File: src/rtl/rd_readout_ctrl.sv
// Sequences processor readout of one RD event buffer, clears its RD full flag and releases
// the WCD buffer. Define RD_CTRL_PARITY_SKIP_EN to discard parity-corrupt buffers unread.
module rd_readout_ctrl #(
  parameter int unsigned TIMEOUT_CYCLES = 4096,
  parameter int unsigned WRT_HOLD       = 4,
  parameter int unsigned CNT_W          = 16
) (
  input  logic        CLK,
  input  logic        RST,
  input  logic        START,
  input  logic [1:0]  BUF_RNUM,
  input  logic [3:0]  RD_BUF_FULL,
  input  logic [3:0]  RD_BUF_BUSY,
  input  logic [3:0]  RD_PARITY_ERR,
  input  logic        XFER_DONE,
  output logic        RD_READY,
  output logic        RD_SKIP,
  output logic        RD_PERR,
  output logic [31:0] CONTROL,
  output logic        CONTROL_WRITTEN,
  output logic        WCD_RELEASE,
  output logic        DONE,
  output logic        BUSY,
  output logic [7:0]  TIMEOUT_COUNT,
  output logic [7:0]  START_OVERRUN
);
  localparam int unsigned HoldW = $clog2(WRT_HOLD + 1);
  localparam logic [CNT_W-1:0] CntLoad  = CNT_W'(TIMEOUT_CYCLES - 1);
  localparam logic [HoldW-1:0] HoldLoad = HoldW'(WRT_HOLD - 1);

  typedef enum logic [2:0] {
    StIdle, StCheck, StWait, StAvail, StClear, StClrWait, StRelease
  } state_e;

  state_e           state_q, state_d;
  logic [1:0]       rnum_q, rnum_d, ctrl_q, ctrl_d;
  logic [CNT_W-1:0] cnt_q, cnt_d;
  logic [HoldW-1:0] hold_q, hold_d;
  logic             wr_q, wr_d, perr_q, perr_d;
  logic [7:0]       tmo_q, tmo_d, ovr_q, ovr_d;
  logic             full_sel, busy_sel, perr_sel, found_full, tmo_hit, skip;

  assign full_sel = RD_BUF_FULL[rnum_q];
  assign busy_sel = RD_BUF_BUSY[rnum_q];
  assign perr_sel = RD_PARITY_ERR[rnum_q];

  always_comb begin
    state_d    = state_q;
    rnum_d     = rnum_q;
    ctrl_d     = ctrl_q;
    cnt_d      = cnt_q;
    hold_d     = hold_q;
    wr_d       = wr_q;
    perr_d     = perr_q;
    tmo_d      = tmo_q;
    ovr_d      = ovr_q;
    found_full = 1'b0;
    tmo_hit    = 1'b0;
    skip       = 1'b0;

    unique case (state_q)
      StIdle: begin
        if (START) begin
          rnum_d  = BUF_RNUM;
          state_d = StCheck;
        end
      end
      StCheck: begin
        if (full_sel) begin
          found_full = 1'b1;
        end else if (busy_sel) begin
          cnt_d   = CntLoad;
          state_d = StWait;
        end else begin
          skip    = 1'b1;
          state_d = StRelease;
        end
      end
      StWait: begin
        if (full_sel) begin
          found_full = 1'b1;
        end else if (!busy_sel) begin
          skip    = 1'b1;
          state_d = StRelease;
        end else if (cnt_q == '0) begin
          skip    = 1'b1;
          tmo_hit = 1'b1;
          state_d = StRelease;
        end else begin
          cnt_d = cnt_q - CNT_W'(1);
        end
      end
      StAvail: begin
        if (XFER_DONE) begin
          ctrl_d  = rnum_q;
          perr_d  = 1'b0;
          state_d = StClear;
        end
      end
      StClear: begin
        // First CLEAR cycle only presents CONTROL; the strobe follows one cycle later.
        if (!wr_q) begin
          wr_d   = 1'b1;
          hold_d = HoldLoad;
        end else if (hold_q == '0) begin
          wr_d    = 1'b0;
          cnt_d   = CntLoad;
          state_d = StClrWait;
        end else begin
          hold_d = hold_q - HoldW'(1);
        end
      end
      StClrWait: begin
        if (!full_sel) begin
          state_d = StRelease;
        end else if (cnt_q == '0) begin
          tmo_hit = 1'b1;
          state_d = StRelease;
        end else begin
          cnt_d = cnt_q - CNT_W'(1);
        end
      end
      StRelease: state_d = StIdle;
      default:   state_d = StIdle;
    endcase

    if (found_full) begin
`ifdef RD_CTRL_PARITY_SKIP_EN
      if (perr_sel) begin
        skip    = 1'b1;
        ctrl_d  = rnum_q;
        state_d = StClear;
      end else begin
        perr_d  = 1'b0;
        state_d = StAvail;
      end
`else
      perr_d  = perr_sel;
      state_d = StAvail;
`endif
    end

    if (tmo_hit && tmo_q != 8'hFF) begin
      tmo_d = tmo_q + 8'd1;
    end
    if (START && state_q != StIdle && ovr_q != 8'hFF) begin
      ovr_d = ovr_q + 8'd1;
    end
  end

  always_ff @(posedge CLK) begin
    if (RST) begin
      state_q <= StIdle;
      rnum_q  <= '0;
      ctrl_q  <= '0;
      cnt_q   <= '0;
      hold_q  <= '0;
      wr_q    <= 1'b0;
      perr_q  <= 1'b0;
      tmo_q   <= '0;
      ovr_q   <= '0;
    end else begin
      state_q <= state_d;
      rnum_q  <= rnum_d;
      ctrl_q  <= ctrl_d;
      cnt_q   <= cnt_d;
      hold_q  <= hold_d;
      wr_q    <= wr_d;
      perr_q  <= perr_d;
      tmo_q   <= tmo_d;
      ovr_q   <= ovr_d;
    end
  end

  assign RD_READY        = (state_q == StAvail);
  assign RD_SKIP         = skip;
  assign RD_PERR         = perr_q;
  assign CONTROL         = {30'd0, ctrl_q};
  assign CONTROL_WRITTEN = wr_q;
  assign WCD_RELEASE     = (state_q == StRelease);
  assign DONE            = (state_q == StRelease);
  assign BUSY            = (state_q != StIdle);
  assign TIMEOUT_COUNT   = tmo_q;
  assign START_OVERRUN   = ovr_q;
endmodule

File: config.mk
export PLATFORM = sky130hd
export DESIGN_NAME = rd_readout_ctrl
export DESIGN_NICKNAME = d
export VERILOG_FILES = /design/src/rtl/rd_readout_ctrl.sv
export SDC_FILE = /design/constraint.sdc
export NUM_CORES = 1
export LEC_CHECK = 0
export BUFFER_PORTS_ARGS = -buffer_cell sky130_fd_sc_hd__buf_2
export CELL_PAD_IN_SITES_DETAIL_PLACEMENT = 1
export CELL_PAD_IN_SITES_GLOBAL_PLACEMENT = 1
export CORE_ASPECT_RATIO = 1.1
export CORE_MARGIN = 3
export CORE_UTILIZATION = 42
export DETAILED_ROUTE_END_ITERATION = 8
export PLACE_DENSITY_LB_ADDON = 0.15
export SLEW_MARGIN = 20
export SYNTH_ARGS = -nofsm -noshare
export SYNTH_HDL_FRONTEND = slang
export SYNTH_SLANG_ARGS = --single-unit
File: constraint.sdc
create_clock -name CLK -period 5.75 [get_ports CLK]
set_input_delay 0.8625 -clock CLK [delete_from_list [all_inputs] [get_ports CLK]]
set_output_delay 0.8625 -clock CLK [all_outputs]
set_load 0.03 [all_outputs]
## Yosys cells after proc, flatten, opt, wreduce, memory -nomap -nowiden

Cells that the tools add are included.

- Reductions and logical operators: 19
- Mux-type cells: 46
- Equality and inequality tests: 24
- Magnitude comparators: 1
- Add/sub/neg operators: 4

Operators by type and width:

| operator | number |
|---|---|
| 16-bit two-way mux | 8 |
| 16-bit case mux with 4 select lines | 1 |
| 3-bit two-way mux | 12 |
| 2-bit != test, second input constant | 10 |
| 1-bit two-way mux | 18 |
| 3-bit case mux with 6 select lines | 1 |
| 8-bit by 1-bit adder with 8-bit output, second input constant | 2 |
| 16-bit zero test | 1 |
| 8-bit != test, second input constant | 2 |
| 16-bit by 1-bit subtractor with 16-bit output, second input constant | 1 |
| 3-bit != test, second input constant | 5 |
| 6-bit AND reduction | 2 |
| 3-bit == test, second input constant | 3 |
| 2-bit AND reduction | 4 |
| 8-bit AND reduction | 1 |
| 1-bit binary-select mux with 2-bit select | 3 |
| 3-bit by 2-bit == test with 1-bit output, second input constant | 2 |
| 3-bit zero test | 2 |
| 1-bit case mux with 2 select lines | 2 |
| 2-bit nonzero test | 2 |
| 4-bit nonzero test | 1 |
| 2-bit OR reduction | 2 |
| 3-bit by 1-bit == test with 1-bit output, second input constant | 1 |
| 1-bit logical AND | 3 |
| 5 further kinds | 5 |

- Register bits after elaboration: 44
- Output and inout port bits: 55
- Input port bits: 18

## Longest topological paths before layout

Gate-level depths: netlist of the first run.

- Depth in word-level cells: 6
- Mapped depth: 9

## Least setup slack after synthesis of the first run

No wires, ideal clock.

- Kind: input port to output port
- Start point: input RD_BUF_BUSY[3]
- End point: output RD_SKIP
- Arrival: 2.263 ns
- Stages on the path: 4
- Data required time: 4.888 ns
- Slack: 2.624 ns
- Path through: mux4_2 -> nor2_1 -> a31oi_1 -> nor3_1

- Cells in the longest elaborated chain, start to end: 5

Ends and longest elaborated chain:

| what | RTL line | source |
|---|---|---|
| from (decl) | 13 | `input logic [3:0] RD_BUF_BUSY,` |
| 1-bit binary-select mux with 2-bit select * | 44 | `assign busy_sel = RD_BUF_BUSY[rnum_q];` |
| 1-bit two-way mux (implied by the code) * | 44 |  |
| 1-bit two-way mux, on equally long branches | 82, 71 |  |
| 1-bit two-way mux, on equally long branches | 80, 69 |  |
| 1-bit case mux with 2 select lines * | 61 | `unique case (state_q)` |
| to (decl) | 17 | `output logic RD_SKIP,` |

Mark *: on every way between the ends. The rest lies on a longest branch, timed or not. The select of a mux whose other input is x is not followed.

## Worst setup path in the final report of the first run

- Start point: register cnt_q[2]
- End point: output RD_SKIP

- Cells in the longest elaborated chain, start to end: 5

Ends and longest elaborated chain:

| what | RTL line | source |
|---|---|---|
| from (decl) | 37 | `logic [CNT_W-1:0] cnt_q, cnt_d;` |
| from (signal assigned) | 166 | `cnt_q <= cnt_d;` |
| 16-bit zero test | 85 | `end else if (cnt_q == '0) begin` |
| 1-bit two-way mux | 85 |  |
| 1-bit two-way mux | 82 | `end else if (!busy_sel) begin` |
| 1-bit two-way mux | 80 | `if (full_sel) begin` |
| 1-bit case mux with 2 select lines | 61 |  |

No other way between the ends.

==> qor.yml, run 1 <==
final_layout:
  drive_above_1_share_pct: 20.8
  antenna_cells: 0
  postLayoutCellArea_mm2: 0.00291
  fin_nets: 370
  area_growth_pct: 8.09
cts:
  clock_latency_ns: 0.30
  cts_root_buf: "clkbuf_8"
  cts_setup_buffers: 0
  cts_sinks: 44
  ctsResizeCount: 0
  cts_tree: "built"
  cts_buffers: 5
  hold_buffers: 0
  htree_levels: 2
  cts.path.max_buffers: 2
  clk_pin_slew_ns: 0.08
route:
  vias_per_cell: 5.23
  drtIter0Drc: 53
  drtAntennaViolNets: 0
  firstDrtPassIters: 4
  via_count: 2212
  wirelength_um: 6140
  drc: 0
  wl_per_cell_um: 14.5
critical_path:
  critPathMaxStageDelay_ns: 0.50
  slowest_stage: "nor4_1"
  path_depth: 6
  arrival_ns: 2.48
  rr_worst_depth: 6
  crit_type: "register to output port"
  worstPathMaxFanout: 6
  reg2reg_from: "rnum_q[0]$_SDFFE_PP0P_"
  crit_top_cell: "nor3_1"
  crit_chain: "nor4_1 > nand2_1 > nor3_1 > a31oi_1 > nor3_1 > buf_2"
  critPathTopFamily: "simple AND/OR/NAND/NOR gates"
  cp_num_buf_inv: 1
  cp-start-kind: "register"
  crit_required_ns: 4.89
  rr_endpoint: "cnt_q[9]$_SDFFE_PP0P_"
  reg2reg_slack_ns: 2.99
  end_kind: "output port"
global_route:
  overflow: 0
  grt_antenna_before_repair: 0
  grt_pass1_vias: 2262
  grt_max_degree: 42
  grt_first_pass_wirelength_um: 10500
  grt_use_total_pct: 17.5
floorplan:
  die_area_mm2: 0.00741
  core.rowCount: 29
  start_util_pct: 45.0
  core_mm2: 0.00599
  die_y_um: 90.0
  ios: 73
  die_w_um: 82.3
logic_synthesis:
  synth-edff-count: 0
  synthCells: 311
  synth.top_cells.by_area: "dfxtp_1, buf_4, xnor2_1, nor2_1, a21oi_1"
  synth_warnings: 0
  ys_ff_latch: 44
  synthArstFlopShare_pct: 0
  synth_ff_type: "dfxtp_1"
  ys_seq_area_share_pct: 32.7
  avgSynthCellArea_um2: 8.66
  synth_top_area_share_pct: 32.7
  ys_types: 49
  netlist_area_mm2: 0.00269
  synth_area_leader_cell: "dfxtp_1"
pwr:
  pwr-share-clk_pct: 15.0
  internal-power_w: 0.000744
  p_seq_share_pct: 32.8
  p_total_w: 0.00141
  p_leak_nw: 1.18
  netSwitchingFraction_pct: 47.2
  switchingPower_w: 0.000666
  powerDensity_mw_per_mm2: 484
  comb_power_share_pct: 52.1
  vdd_drop_max_v: 0.000188
sta:
  max_clock_freq_mhz: 299
  setup_slack_ns: 2.41
  hold_ws_ns: 0.464
  period_share_pct: 58.2
  finalHoldViolCount: 0
  rsz0062_at_grt: "false"
  maxSlewHeadroom_pct: 37.5
  fin_skew_ns: 0.00847
  finalMaxSlewViolations: 0
  period_minus_slack_ns: 3.34
  worst_pin_slew_ns: 0.937
  setup_tns_ns: 0
  finalSetupViolCount: 0
hold_path:
  min_to: "ctrl_q[0]$_SDFFE_PP0P_"
  min_from: "ctrl_q[0]$_SDFFE_PP0P_"
  hp-class: "register to register"
  hold-path-cell-count: 2
place:
  portBuffers: 42
  pre_cts_slack_ns: 2.62
  hpwl_um: 4520
  placed_area_mm2: 0.00281
  place.gp.congestion: 0.782
status:
  status: "finished clean"
run:
  drv_cap: 0
-- worst min-delay path: stages, from the launching register on --
cell and delay, ns:
dfxtp_1 0.32, nand2_1 0.05, a21oi_1 0.05
-- Yosys cell counts, types with 2 or more instances --
cell type and number:
nor3_2 5, xor2_1 8, and3_1 6, inv_1 7
nor4_1 5, mux4_2 3, nor4_2 4, nand3b_1 3
o21ai_0 4, o211ai_1 3, a21oi_1 23, nand4_1 5
ha_1 6, a211oi_1 3, buf_6 3, nand2_1 20
nand2b_1 2, buf_4 31, mux2i_1 4, nor3_1 5
xnor2_1 19, nor2_1 43, dfxtp_1 44, nor4b_2 3
nor3b_1 2, o21ai_1 4, nand4b_1 2, nand3_1 11
clkbuf_1 9, and4_1 2, or3_1 3, or4_1 2
-- cells by family (layout without fill, tap and decap cells) --
family / Yosys count / after routing / share of synthesized area (%)
other: 1 / 30 / 0.139
DFF: 44 / 44 / 32.7
adders and majority gates: 6 / 6 / 2.79
xor gates and xnor gates: 27 / 27 / 8.78
AOI/OAI and AO/OA: 47 / 47 / 11.4
muxes: 7 / 7 / 4.00
and+or+nand+nor: 127 / 127 / 27.7
buffers and inverters: 52 / 58 / 12.5
-- routing by layer --
metal  GRT usage [%]  vias up  share of wire, %
li1                -     1104                 -
met1            22.5     1052                44
met2            28.9       50                50
met3            3.90        6               5.2
met4            4.57        0               1.0
met5               0        -                 0
-- layout make-up --
| cell class | instances | area, um^2 |
|---|---|---|
| fillers | 754 | 3080 |
| multi-input cells | 244 | 1590 |
| flip-flops and latches | 44 | 881 |
| repair buffers | 43 | 218 |
| clock buffers | 7 | 96.3 |
| well taps | 77 | 96.3 |
| inverters | 8 | 30.0 |
-- how the worst max path moves through the flow --
| stage | endpoint | from | slack (ns) |
|---|---|---|---|
| 2_1_floorplan | RD_SKIP | RD_BUF_BUSY[3] | 2.62 |
| 3_3_place_gp | cnt_q[3]$_SDFFE_PP0P_ | RD_BUF_FULL[3] | 2.67 |
| 3_5_place_dp | cnt_q[9]$_SDFFE_PP0P_ | RD_BUF_FULL[3] | 2.62 |
| 4_1_cts | RD_SKIP | cnt_q[2]$_SDFFE_PP0P_ | 2.43 |
| 5_1_grt | RD_SKIP | cnt_q[2]$_SDFFE_PP0P_ | 2.11 |
| 6_report | RD_SKIP | cnt_q[2]$_SDFFE_PP0P_ | 2.41 |
-- flip-flops by register name, summed over array words and instances (netlist names) --
name,count
START_OVERRUN,8
CONTROL_WRITTEN,1
TIMEOUT_COUNT,8
hold_q,3
state_q,3
rnum_q,2
RD_PERR,1
ctrl_q,2
cnt_q,16
-- cell usage in the layout (no fill, tap or decap), types with 3 or more instances in the layout --
cell type  synthesis  layout
ha_1               6       6
o211ai_1           3       3
nor4b_2            3       3
conb_1             1      30
mux2i_1            4       4
nand2_1           20      20
nor3_1             5       5
buf_2              1      42
nand3b_1           3       3
o21ai_1            4       3
clkbuf_8           0       7
o21ai_0            4       4
nor3_2             5       5
mux4_2             3       3
nor4_1             5       5
dfxtp_1           44      44
nor2_1            43      43
xnor2_1           19      19
a211oi_1           3       3
a21oi_1           23      23
or3_1              3       3
xor2_1             8       8
inv_1              7       7
nand3_1           11      11
and3_1             6       6
nand4_1            5       5
nor4_2             4       4
-- power by group through the flow --
stage	Combinational, W	Clock, W	Sequential [W]
after global routing	0.000815	0.000229	0.000477
after CTS	0.000738	0.000220	0.000464
after floorplan	0.000634	0	0.000445
after detailed placement	0.000732	0	0.000470
final	0.000735	0.000212	0.000463
after global placement	0.000719	0	0.000468
-- stage by stage --
stage          utilization (%)  cells
2_1_floorplan                -    340
3_3_place_gp              46.9    416
3_5_place_dp              46.9    416
4_1_cts                   48.5    423
5_1_grt                   48.6    423
6_report                  48.6    423
(Power assumes the default switching activity.)
==> inputs of run 2 (changes only) <==
Settings changed: CORE_UTILIZATION 42 to 39.
Clock period 5.75 ns to 3.1 ns, I/O delays scaled along.
==> qor.yml, run 2 (synthesized netlist as in run 1, its figures left out) <==
critical_path:
  crit_type: "register to output port"  # unchanged
  reg2reg_slack_ns: 0.38  # was 2.99 ns
  arrival_ns: 2.27  # was 2.48 ns
  cp-start-kind: "register"  # unchanged
  crit_required_ns: 2.63  # was 4.89 ns
  worstPathMaxFanout: 6  # unchanged
  end_kind: "output port"  # unchanged
final_layout:
  fin_nets: 375  # was 370
  n_fill_cell: 818  # was 754
  antenna_cells: 0  # unchanged
  fin_cells: 434  # was 423
  drive_above_1_share_pct: 21.9  # was 20.8%
  area_growth_pct: 11.9  # was 8.09%
  top_register: "cnt_q"  # unchanged
  layout_commonest_cell: "dfxtp_1"  # unchanged
  largest_reg_flops: 16  # unchanged
  final_cell_mix: "dfxtp_1, nor2_1, buf_2, conb_1, a21oi_1"  # unchanged
sta:
  fin_skew_ns: 0.00635  # was 0.00847 ns
  setup_tns_ns: 0  # unchanged
  period_share_pct: 88.4
  finalSetupViolCount: 0  # unchanged
  worst_pin_slew_ns: 0.947  # was 0.937 ns
  max_clock_freq_mhz: 365
  finalHoldViolCount: 0  # unchanged
  hold_ws_ns: 0.409  # was 0.464 ns
  period_minus_slack_ns: 2.74
  finalMaxSlewViolations: 0  # unchanged
  maxSlewHeadroom_pct: 36.9  # was 37.5%
  rsz0062_at_grt: "false"  # unchanged
route:
  via_count: 2222  # was 2212
  vias_per_cell: 5.12  # was 5.23
  wirelength_um: 6170  # was 6140 um
  drtIter0Drc: 60  # was 53
  wl_per_cell_um: 14.2  # was 14.5 um
  firstDrtPassIters: 4  # unchanged
  drtAntennaViolNets: 0  # unchanged
  drc: 0  # unchanged
cts:
  cts_sinks: 44  # unchanged
  clk_pin_slew_ns: 0.09  # was 0.08 ns
  cts_tree: "built"  # unchanged
  htree_levels: 2  # unchanged
  cts_root_buf: "clkbuf_8"  # unchanged
  cts_buffers: 5  # unchanged
  hold_buffers: 0  # unchanged
  cts.path.max_buffers: 2  # unchanged
  ctsResizeCount: 0  # unchanged
  cts_setup_buffers: 0  # unchanged
  clock_latency_ns: 0.29  # was 0.30 ns
pwr:
  powerDensity_mw_per_mm2: 960  # was 484 mW/mm^2
  p_leak_nw: 1.23  # was 1.18 nW
  vdd_drop_max_v: 0.000428  # was 0.000188 V
run:
  drv_cap: 0  # unchanged
global_route:
  grt_first_pass_wirelength_um: 10200  # was 10500 um
  grt_pass1_vias: 2216  # was 2262
  overflow: 0  # unchanged
  grt_antenna_before_repair: 0  # unchanged
  grt_max_degree: 31  # was 42
  grt_use_total_pct: 15.5  # was 17.5%
floorplan:
  start_util_pct: 40.6  # was 45.0%
  die_area_mm2: 0.00794  # was 0.00741 mm^2
  die_w_um: 85.2  # was 82.3 um
  core_mm2: 0.00663  # was 0.00599 mm^2
  ios: 73  # unchanged
  die_y_um: 93.1  # was 90.0 um
  core.rowCount: 31  # was 29
place:
  portBuffers: 42  # unchanged
  hpwl_um: 4640  # was 4520 um
  dpl.cell_count: 426  # was 416
  place.gp.congestion: 0.779  # was 0.782
status:
  status: "finished clean"  # unchanged
hold_path:
  hp-class: "primary input to register"  # was register to register
==> run 2: layout make-up <==
cell class	instances	area, um^2	share of cell area, %
clock inverter	3	90.1	2.99
inverter	8	30.0	0.997
tap	82	103	3.41
sequential	44	881	29.2
clock buffer	5	68.8	2.28
timing repair buffer	48	255	8.47
multi-input combinational	244	1590	52.6
==> run 2: path summary, 6_finish.rpt <==
check | cells after the start | startpoint | endpoint
min reg2reg | 2 | ctrl_q[0]$_SDFFE_PP0P_ | ctrl_q[0]$_SDFFE_PP0P_
max reg2reg | 6 | rnum_q[0]$_SDFFE_PP0P_ | cnt_q[8]$_SDFFE_PP0P_
max | 6 | cnt_q[2]$_SDFFE_PP0P_ | RD_SKIP
min | 3 | BUF_RNUM[0] | rnum_q[0]$_SDFFE_PP0P_
==> run 2: metrics by stage <==
step                setup slack (ns)  util [%]  area, um^2  power [W]
floorplan                      0.651         -        2800    0.00200
global placement               0.432      43.0        2850    0.00227
detailed placement             0.391      43.0        2850    0.00230
CTS                            0.294      45.4        3010    0.00293
global route                   0.100      45.4        3010    0.00311
finish                         0.361      45.4        3010    0.00289
==> run 2: critical path, cell delays in order (launching register included) <==
cell and delay (ns):
dfxtp_1 0.38, nor4_1 0.52, nand2_1 0.15, nor3_1 0.36
a31oi_1 0.13, nor3_1 0.20, buf_2 0.23
==> run 2: where the power goes <==
group	switching [W]	internal, W	total, W
clock network	0.000205	0.000403	0.000608
registers	0.000164	0.000682	0.000846
logic	0.000888	0.000549	0.00144
==> run 2: per-layer routing <==
layer	share of wire (%)	track usage, %	vias to the layer above
met5	0	0	-
met1	45	19.1	1065
met2	51	27.7	41
met3	3.5	3.00	4
li1	-	-	1112
met4	0.78	3.69	0
